`config.mk`:
```
export PLATFORM = sky130hd
export DESIGN_NAME = fft_peak_detector_flat
export DESIGN_NICKNAME = d
export VERILOG_FILES = /design/src/rtl/fft_pkg.sv /design/src/rtl/fft_peak_detector_if.sv /design/src/rtl/fft_mag_sq.sv /design/src/rtl/fft_peak_detector.sv /design/src/flat_wrapper.sv
export SDC_FILE = /design/constraint.sdc
export NUM_CORES = 2
export LEC_CHECK = 0
export ABC_CLOCK_PERIOD_IN_PS = 15500
export CORE_AREA = 2 2 332 334
export CTS_BUF_LIST = sky130_fd_sc_hd__clkbuf_2 sky130_fd_sc_hd__clkbuf_4 sky130_fd_sc_hd__clkbuf_8
export CTS_CLUSTER_DIAMETER = 200
export CTS_CLUSTER_SIZE = 12
export DETAILED_ROUTE_END_ITERATION = 6
export DIE_AREA = 0 0 334 336
export PLACE_DENSITY = 0.44
export SYNTH_ARGS = -nofsm -noshare
export SYNTH_HDL_FRONTEND = slang
export SYNTH_SLANG_ARGS = --single-unit
```
`constraint.sdc`:
```
create_clock -name clk -period 15.5 [get_ports clk]
set_input_delay 4.65 -clock clk [delete_from_list [all_inputs] [get_ports clk]]
set_output_delay 4.65 -clock clk [all_outputs]
set_load 0.03 [all_outputs]
```
`src/rtl/fft_pkg.sv`:
```
// Shared types for the FFT post-processing blocks: bin-stream sample format,
// magnitude width and the peak detector state encoding.
package fft_pkg;

  localparam int NPTS  = 64;
  localparam int ADR_W = 6;

  // Matches the fft_controller wd layout: real in the upper half.
  typedef struct packed {
    logic signed [15:0] re;
    logic signed [15:0] im;
  } cplx_t;

  typedef logic [31:0] mag_t;

  typedef enum logic [2:0] {
    ST_IDLE     = 3'd0,
    ST_SCAN     = 3'd1,
    ST_DRAIN    = 3'd2,
    ST_REPORT   = 3'd3,
    ST_WAIT_LOW = 3'd4,
    ST_ABORT    = 3'd5
  } state_e;

endpackage

```
`src/rtl/fft_peak_detector_if.sv`:
```
// Bin stream in from fft_controller plus the per-frame peak report out.
interface fft_peak_detector_if;
  import fft_pkg::*;

  logic             fft_done;
  cplx_t            fft_wd;
  mag_t             threshold;
  logic [ADR_W-1:0] peak_bin;
  mag_t             peak_mag;
  logic             peak_above;
  logic             peak_valid;
  logic             frame_err;
  logic             busy;

  modport master (
    output fft_done, fft_wd, threshold,
    input  peak_bin, peak_mag, peak_above, peak_valid, frame_err, busy
  );

  modport slave (
    input  fft_done, fft_wd, threshold,
    output peak_bin, peak_mag, peak_above, peak_valid, frame_err, busy
  );
endinterface

```
`src/rtl/fft_mag_sq.sv`:
```
// Two-stage re^2 + im^2 pipeline; the bin index rides along with each sample.
module fft_mag_sq
  import fft_pkg::*;
(
  input  logic             clk,
  input  logic             reset,
  input  logic             in_valid,
  input  logic             flush,
  input  cplx_t            sample,
  input  logic [ADR_W-1:0] tag_in,
  output logic             out_valid,
  output mag_t             mag,
  output logic [ADR_W-1:0] tag_out
);

  logic signed [31:0] re_w, im_w;
  logic               s1_valid;
  mag_t               s1_re_sq, s1_im_sq;
  logic [ADR_W-1:0]   s1_tag;

  assign re_w = 32'(sample.re);
  assign im_w = 32'(sample.im);

  // Each square is at most 2^30, so the sum tops out at 2^31 and cannot wrap.
  always_ff @(posedge clk or posedge reset) begin
    if (reset) begin
      s1_valid  <= 1'b0;
      s1_re_sq  <= '0;
      s1_im_sq  <= '0;
      s1_tag    <= '0;
      out_valid <= 1'b0;
      mag       <= '0;
      tag_out   <= '0;
    end else begin
      s1_valid  <= in_valid & ~flush;
      s1_re_sq  <= re_w * re_w;
      s1_im_sq  <= im_w * im_w;
      s1_tag    <= tag_in;
      out_valid <= s1_valid & ~flush;
      mag       <= s1_re_sq + s1_im_sq;
      tag_out   <= s1_tag;
    end
  end

endmodule

```
`src/rtl/fft_peak_detector.sv`:
```
// Scans each FFT frame for the strongest bin inside [BIN_LO, BIN_HI] and
// emits one report per frame, or a frame_err pulse if done drops early.
module fft_peak_detector
  import fft_pkg::*;
#(
  parameter int BIN_LO = 1,
  parameter int BIN_HI = 31,
  parameter int NPTS   = 64
) (
  input  logic                clk,
  input  logic                reset,
  fft_peak_detector_if.slave  bus
);

  localparam logic [ADR_W-1:0] LO   = ADR_W'(BIN_LO);
  localparam logic [ADR_W-1:0] HI   = ADR_W'(BIN_HI);
  localparam logic [ADR_W-1:0] LAST = ADR_W'(NPTS - 1);

  state_e           state;
  logic [ADR_W-1:0] cnt;
  logic             drain_cnt;
  logic             prev_done;
  logic             start;
  logic             take;
  logic [ADR_W-1:0] tag_in;
  logic             s2_valid;
  mag_t             s2_mag;
  logic [ADR_W-1:0] s2_tag;
  mag_t             max_mag;
  logic [ADR_W-1:0] max_bin;

  assign start  = (state == ST_IDLE) && bus.fft_done && !prev_done;
  assign take   = start || ((state == ST_SCAN) && bus.fft_done);
  assign tag_in = start ? '0 : cnt;
  assign bus.busy = (state == ST_SCAN) || (state == ST_DRAIN) || (state == ST_REPORT);

  fft_mag_sq u_mag_sq (
    .clk       (clk),
    .reset     (reset),
    .in_valid  (take),
    .flush     (state == ST_ABORT),
    .sample    (bus.fft_wd),
    .tag_in    (tag_in),
    .out_valid (s2_valid),
    .mag       (s2_mag),
    .tag_out   (s2_tag)
  );

  // prev_done resets high so a done already asserted at release is not an edge.
  always_ff @(posedge clk or posedge reset) begin
    if (reset) begin
      state          <= ST_IDLE;
      cnt            <= '0;
      drain_cnt      <= 1'b0;
      prev_done      <= 1'b1;
      bus.peak_bin   <= '0;
      bus.peak_mag   <= '0;
      bus.peak_above <= 1'b0;
      bus.peak_valid <= 1'b0;
      bus.frame_err  <= 1'b0;
    end else begin
      prev_done      <= bus.fft_done;
      bus.peak_valid <= 1'b0;
      bus.frame_err  <= 1'b0;
      case (state)
        ST_IDLE: begin
          if (start) begin
            state <= ST_SCAN;
            cnt   <= ADR_W'(1);
          end
        end
        ST_SCAN: begin
          if (!bus.fft_done) begin
            state <= ST_ABORT;
          end else if (cnt == LAST) begin
            state     <= ST_DRAIN;
            drain_cnt <= 1'b0;
          end else begin
            cnt <= cnt + 1'b1;
          end
        end
        ST_DRAIN: begin
          if (drain_cnt) state <= ST_REPORT;
          drain_cnt <= 1'b1;
        end
        ST_REPORT: begin
          bus.peak_bin   <= max_bin;
          bus.peak_mag   <= max_mag;
          bus.peak_above <= (max_mag >= bus.threshold);
          bus.peak_valid <= 1'b1;
          state          <= ST_WAIT_LOW;
        end
        ST_ABORT: begin
          bus.frame_err <= 1'b1;
          state         <= ST_WAIT_LOW;
        end
        ST_WAIT_LOW: begin
          if (!bus.fft_done) state <= ST_IDLE;
        end
        default: state <= ST_IDLE;
      endcase
    end
  end

  // Strict compare keeps the lowest index on ties.
  always_ff @(posedge clk or posedge reset) begin
    if (reset) begin
      max_mag <= '0;
      max_bin <= '0;
    end else if (start) begin
      max_mag <= '0;
      max_bin <= LO;
    end else if (s2_valid && (s2_tag >= LO) && (s2_tag <= HI) && (s2_mag > max_mag)) begin
      max_mag <= s2_mag;
      max_bin <= s2_tag;
    end
  end

endmodule

```
`src/flat_wrapper.sv`:
```
// flat-port wrapper written by rule: the top's interface ports become plain ports
module fft_peak_detector_flat import fft_pkg::*;
#(
  parameter int BIN_LO = 1,
  parameter int BIN_HI = 31,
  parameter int NPTS   = 64
)
  (clk, reset, bus_fft_done, bus_fft_wd, bus_threshold, bus_peak_bin, bus_peak_mag, bus_peak_above, bus_peak_valid, bus_frame_err, bus_busy);
  fft_peak_detector_if bus_i ();
  input  logic clk;
  input  logic reset;
  input wire logic [$bits(bus_i.fft_done)-1:0] bus_fft_done;
  input wire logic [$bits(bus_i.fft_wd)-1:0] bus_fft_wd;
  input wire logic [$bits(bus_i.threshold)-1:0] bus_threshold;
  output wire logic [$bits(bus_i.peak_bin)-1:0] bus_peak_bin;
  output wire logic [$bits(bus_i.peak_mag)-1:0] bus_peak_mag;
  output wire logic [$bits(bus_i.peak_above)-1:0] bus_peak_above;
  output wire logic [$bits(bus_i.peak_valid)-1:0] bus_peak_valid;
  output wire logic [$bits(bus_i.frame_err)-1:0] bus_frame_err;
  output wire logic [$bits(bus_i.busy)-1:0] bus_busy;
  assign bus_i.fft_done = bus_fft_done;
  assign bus_i.fft_wd = bus_fft_wd;
  assign bus_i.threshold = bus_threshold;
  assign bus_peak_bin = bus_i.peak_bin;
  assign bus_peak_mag = bus_i.peak_mag;
  assign bus_peak_above = bus_i.peak_above;
  assign bus_peak_valid = bus_i.peak_valid;
  assign bus_frame_err = bus_i.frame_err;
  assign bus_busy = bus_i.busy;
  fft_peak_detector #(.BIN_LO(BIN_LO), .BIN_HI(BIN_HI), .NPTS(NPTS)) u_core (.clk(clk), .reset(reset), .bus(bus_i));
endmodule
```
* After elaboration in Yosys (flattened, before gate mapping)
Cells that the tools add are included.
** Cells by class
- $add $sub $neg :: 2
- Multiply operators :: 2
- $lt $le $gt $ge :: 4
- Equal/unequal tests :: 13
- Multiplexer cells :: 20
- Bitwise logic cells :: 3
- Reduce and logical (&&, ||, !) cells :: 18
** Operator list (count)
- $mul 16x16->32 :: 2
- $mux 32 :: 2
- $mux 6 :: 6
- $add 32x32->32 :: 1
- $ge 32x32->1 :: 1
- $gt 32x32->1 :: 1
- $mux 3 :: 5
- $pmux 3 s5 :: 1
- $pmux 6 s2 :: 1
- $ne 2x2->1 const B :: 4
- $reduce_and 4->1 :: 2
- $add 6x1->6 const B :: 1
- $eq 3x2->1 const B :: 2
- $eq 3x3->1 const B :: 2
- $eq 6x6->1 const B :: 1
- $ge 6x1->1 const B :: 1
- $le 6x5->1 const B :: 1
- $logic_and 1x1->1 :: 6
- $reduce_bool 2->1 :: 3
- $mux 1 :: 4
- $ne 2x1->1 const B :: 2
- $eq 3x1->1 const B :: 1
- $logic_not 3->1 :: 1
- $logic_or 1x1->1 :: 3
- other kinds (7) :: 8
** Storage, ports and cells
- Register bits after elaboration :: 200
- Bits of input ports :: 67
- Output and inout bits :: 42

* Depth between registers and ports, before layout
- Depth in word-level cells :: 6
- Depth in mapped cells :: 24

* By module
A second synthesis with hierarchy kept.
** Unflattened totals
- Cells, all modules :: 2901
- Area total of the unflattened synthesis :: 27492.6 sq um
** Modules (own cells, without submodules)
- fft_mag_sq :: instances 1, cells an instance 2293, area an instance 22125.0 sq um, sequential area each 2702.6 sq um
- fft_peak_detector :: instances 1, cells an instance 608, area an instance 5367.6 sq um, sequential area each 2253.4 sq um

* Least setup slack after synthesis
No wires, ideal clock.
- Path kind :: in2reg
- Start point :: in bus_fft_wd[21]
- End point :: reg u_core.u_mag_sq.s1_re_sq[30]
- Setup time :: 0.116 ns
- Arrival time :: 10.772 ns
- Data required time :: 15.384 ns
- Setup slack :: 4.612 ns
- Stages on the path :: 23
- Buffers on the path :: 2
- Path through :: clkbuf_1 > clkbuf_1 > nand2_1 > fa_1 > inv_1 > fa_1 > inv_1 > fa_1 > fa_1 > inv_1 > fa_1 > inv_1 > fa_1 > inv_1 > ha_1 > a21o_1 > a21o_1 > a21o_1 > a2bb2oi_1 > o21ai_0 > o31ai_1 > or4b_2 > o311ai_0
** Between the ends
- Word-level cells in the longest chain between the ends :: 1
** RTL lines
- start, declared :: RTL line flat_wrapper.sv:13 : input wire logic [$bits(bus_i.fft_wd)-1:0] bus_fft_wd;
- $mul 16x16->32 :: RTL line fft_mag_sq.sv:36 : s1_re_sq <= re_w * re_w;
- end signal, assigned :: RTL line fft_mag_sq.sv:36
- end, declared :: RTL line fft_mag_sq.sv:18 : mag_t s1_re_sq, s1_im_sq;
Every way passes these cells.
A chain may end at the register's enable or synchronous reset.

* Final worst setup path
- Start point :: in bus_fft_wd[18]
- End point :: reg u_core.u_mag_sq.s1_re_sq[30]
Same word-level chain as after synthesis.

==> impl_metrics.env <==
export IMPL_ys_top_cells_by_area="fa_1, dfrtp_1, ha_1, inv_1, nand2_1"
export IMPL_grt_pass1_vias=19716
export IMPL_synthFlopType="dfrtp_1"
export IMPL_overflow=0
export IMPL_cts_sinks=198
export IMPL_critPathCaptureType="flip-flop"
export IMPL_syn_to_final_growth_pct=12.0
export IMPL_cp_depth=22
export IMPL_ys_ff_latch=198
export IMPL_min_path_type="reg -> reg"
export IMPL_place_gp_congestion=0.767
export IMPL_hold_violations=0
export IMPL_cpMaxStageDelayCell="clkdlybuf4s50_1"
export IMPL_start_util_pct=24.9
export IMPL_initialDrtViolationCount=629
export IMPL_htreeDepth=4
export IMPL_cp_top_family="adder cells"
export IMPL_crit_fanout=15
export IMPL_path_common_cell="fa_1"
export IMPL_clk_latency_ps=570
export IMPL_worstPathRequired_ps=15930
export IMPL_root_buffer="clkbuf_8"
export IMPL_grt_usage_pct=12.2
export IMPL_layout_drive_gt1_share_pct=2.82
export IMPL_grt_antenna_before_repair=2
export IMPL_post_drt_wl_per_cell_um=15.0
export IMPL_die_area_sq_um=112000
export IMPL_synth_edf_count=0
export IMPL_final_cell_mix="inv_1, fa_1, nand2_1"
export IMPL_timing_final_max_slew_violations=0
export IMPL_worst_r2r_cell_count=11
export IMPL_fin_tns_setup_ps=0
export IMPL_async_reset_ff_share_pct=100
export IMPL_seqCellArea_sq_um=4960
export IMPL_fill_cells=11584
export IMPL_slew_headroom_pct=37.4
export IMPL_critical_path_max_stage_delay_ps=910
export IMPL_grt_max_degree=88
export IMPL_nNetsFinal=3706
export IMPL_drc=0
export IMPL_placed_area_sq_um=29800
export IMPL_vias_per_cell=4.20
export IMPL_fin_crit_sh_pct=74.2
export IMPL_critPathKind="in -> reg"
export IMPL_core_sq_um=108000
export IMPL_postCtsHoldBufs=0
export IMPL_crit_chain="clkdlybuf4s50_1, inv_1, nor2_1, fa_1, fa_1, inv_1, fa_1, fa_1, inv_1, fa_1, inv_1, fa_1, inv_1, ha_1, a21o_1, a21o_1, a21o_1, a2bb2oi_1, o21ai_0, o31ai_1, or4b_2, o311ai_0"
export IMPL_synthCells=2817
export IMPL_post_cts_buffers=0
export IMPL_finish_instance_area_sq_um=30300
export IMPL_ios=109
export IMPL_grt_pass1_wl_um=108000
export IMPL_syn_avg_cell_area_sq_um=9.60
export IMPL_routed_wirelength_um=65100
export IMPL_path_buf_inv=6
export IMPL_multi_input_area_sq_um=19200
export IMPL_cts_tree="built"
export IMPL_yosysTopAreaCell="fa_1"
export IMPL_synth_top_area_share_pct=34.6
export IMPL_crit_path_start_kind="input port"
export IMPL_hpwlAfterDp_um=54100
export IMPL_synth_nets=3626
export IMPL_tightestPinTransition_ps=937
export IMPL_clk_pin_slew_ps=120
export IMPL_yosysSeqAreaShare_pct=18.3
export IMPL_final_setup_skew_ps=38.3
export IMPL_die_width_um=334
export IMPL_drtAntennaViolNets=0
export IMPL_postCtsResizedCells=0
export IMPL_dr_pass1_iters=4
export IMPL_rr_startpoint="u_core.max_mag[9]"
export IMPL_max_freq_mhz=86.9
export IMPL_layout_commonest_cell="inv_1"
export IMPL_syn_area_sq_um=27000
export IMPL_numCtsBuffers=17
export IMPL_cp_startpoint="bus_fft_wd[18]"
export IMPL_crit_arrival_ps=11940
export IMPL_ys_warnings_count=0
export IMPL_drv_cap=0
export IMPL_r2r_end="u_core.max_mag[19]"
export IMPL_portBuffers=108
export IMPL_outcome="completed"
export IMPL_clk_path_buf_depth=2
export IMPL_min_period_ps=11510
export IMPL_finalSetupViolCount=0
export IMPL_cp_endpoint="u_core.u_mag_sq.s1_re_sq[30]"
export IMPL_rsz0062_at_grt="false"
export IMPL_synthDistinctLibCells=64
export IMPL_vias=18169
export IMPL_die_height_um=336
export IMPL_placementRows=121
export IMPL_regToRegSetupSlack_ps=12210
==> synthesized netlist by cell type (all sizes together), types with 6 or more instances <==
cell    number
fa         467
nand3       21
a21o        65
ha         275
o21bai      11
nand2      319
clkbuf      64
nand2b      14
nor2b       11
o21a        13
o211ai       7
xnor2       80
a31o         9
dfrtp      197
mux2i       40
nand4       17
inv        706
a21oi       67
nor3        21
o21ai       67
or2          6
a21boi       7
nor2       113
and2        74
buf          6
a211oi      11
xor2        32
a31oi       10
and3        14
==> kinds of logic after synthesis <==
| kind of cell | share of synthesized area [%] |
|---|---|
| compound gates | 7.95 |
| xor+xnor | 3.63 |
| fa+ha+maj | 47.3 |
| buf+inv | 10.8 |
| flops | 18.3 |
| mux | 1.48 |
| simple gates | 10.5 |
==> stage by stage <==
stage               hold slack, ps  utilization (%)  std cells  setup slack (ps)
global route                   371             27.9       4325              3460
finish                         364             27.9       4325              3990
detailed placement             336             27.5       4292              3400
CTS                            368             27.9       4324              4020
floorplan                      331                -       2817              4610
global placement               333             27.5       4292              3510
==> layout make-up <==
class / instances / area share (%)
clock inverter: 15 / 0.752
sequential: 198 / 16.4
clock buffer: 17 / 0.772
tap: 1414 / 5.84
inverter: 707 / 8.79
timing repair buffer: 131 / 4.14
antenna: 1 / 0.00826
multi-input combinational: 1842 / 63.3
==> flip-flops by register name, summed over array words and instances, names as in the netlist, 3 cells and up <==
| name | flops |
|---|---|
| u_core.bus.peak_mag | 32 |
| u_core.max_mag | 32 |
| u_core.u_mag_sq.mag | 32 |
| u_core.u_mag_sq.s1_im_sq | 31 |
| u_core.u_mag_sq.s1_re_sq | 31 |
| u_core.bus.peak_bin | 6 |
| u_core.cnt | 6 |
| u_core.max_bin | 6 |
| u_core.u_mag_sq.s1_tag | 6 |
| u_core.u_mag_sq.tag_out | 6 |
| u_core.state | 3 |
==> layer usage <==
metal / track usage [%] / vias up / routed length, um
li1: - / 8788 / -
met2: 22.4 / 162 / 34000
met5: 0 / - / 0
met4: 1.87 / 0 / 519
met3: 1.25 / 33 / 1100
met1: 15.7 / 9186 / 29500
==> how the worst min path moves through the flow <==
| stage | from | end | slack, ps | cells past startpoint |
|---|---|---|---|---|
| 6_report | u_core.u_mag_sq.s1_tag[5] | u_core.u_mag_sq.tag_out[5] | 360 | 0 |
| 5_1_grt | u_core.u_mag_sq.s1_tag[5] | u_core.u_mag_sq.tag_out[5] | 370 | 0 |
| 4_1_cts | u_core.u_mag_sq.s1_tag[5] | u_core.u_mag_sq.tag_out[5] | 370 | 0 |
| 3_5_place_dp | u_core.u_mag_sq.s1_tag[2] | u_core.u_mag_sq.tag_out[2] | 340 | 0 |
| 3_3_place_gp | u_core.u_mag_sq.s1_tag[0] | u_core.u_mag_sq.tag_out[0] | 330 | 0 |
| 2_1_floorplan | u_core.u_mag_sq.s1_tag[0] | u_core.u_mag_sq.tag_out[0] | 330 | 0 |
Power is left out: the tool's default activity adds up to more than one toggle a clock period on the data nets, which glitch-free logic cannot reach.
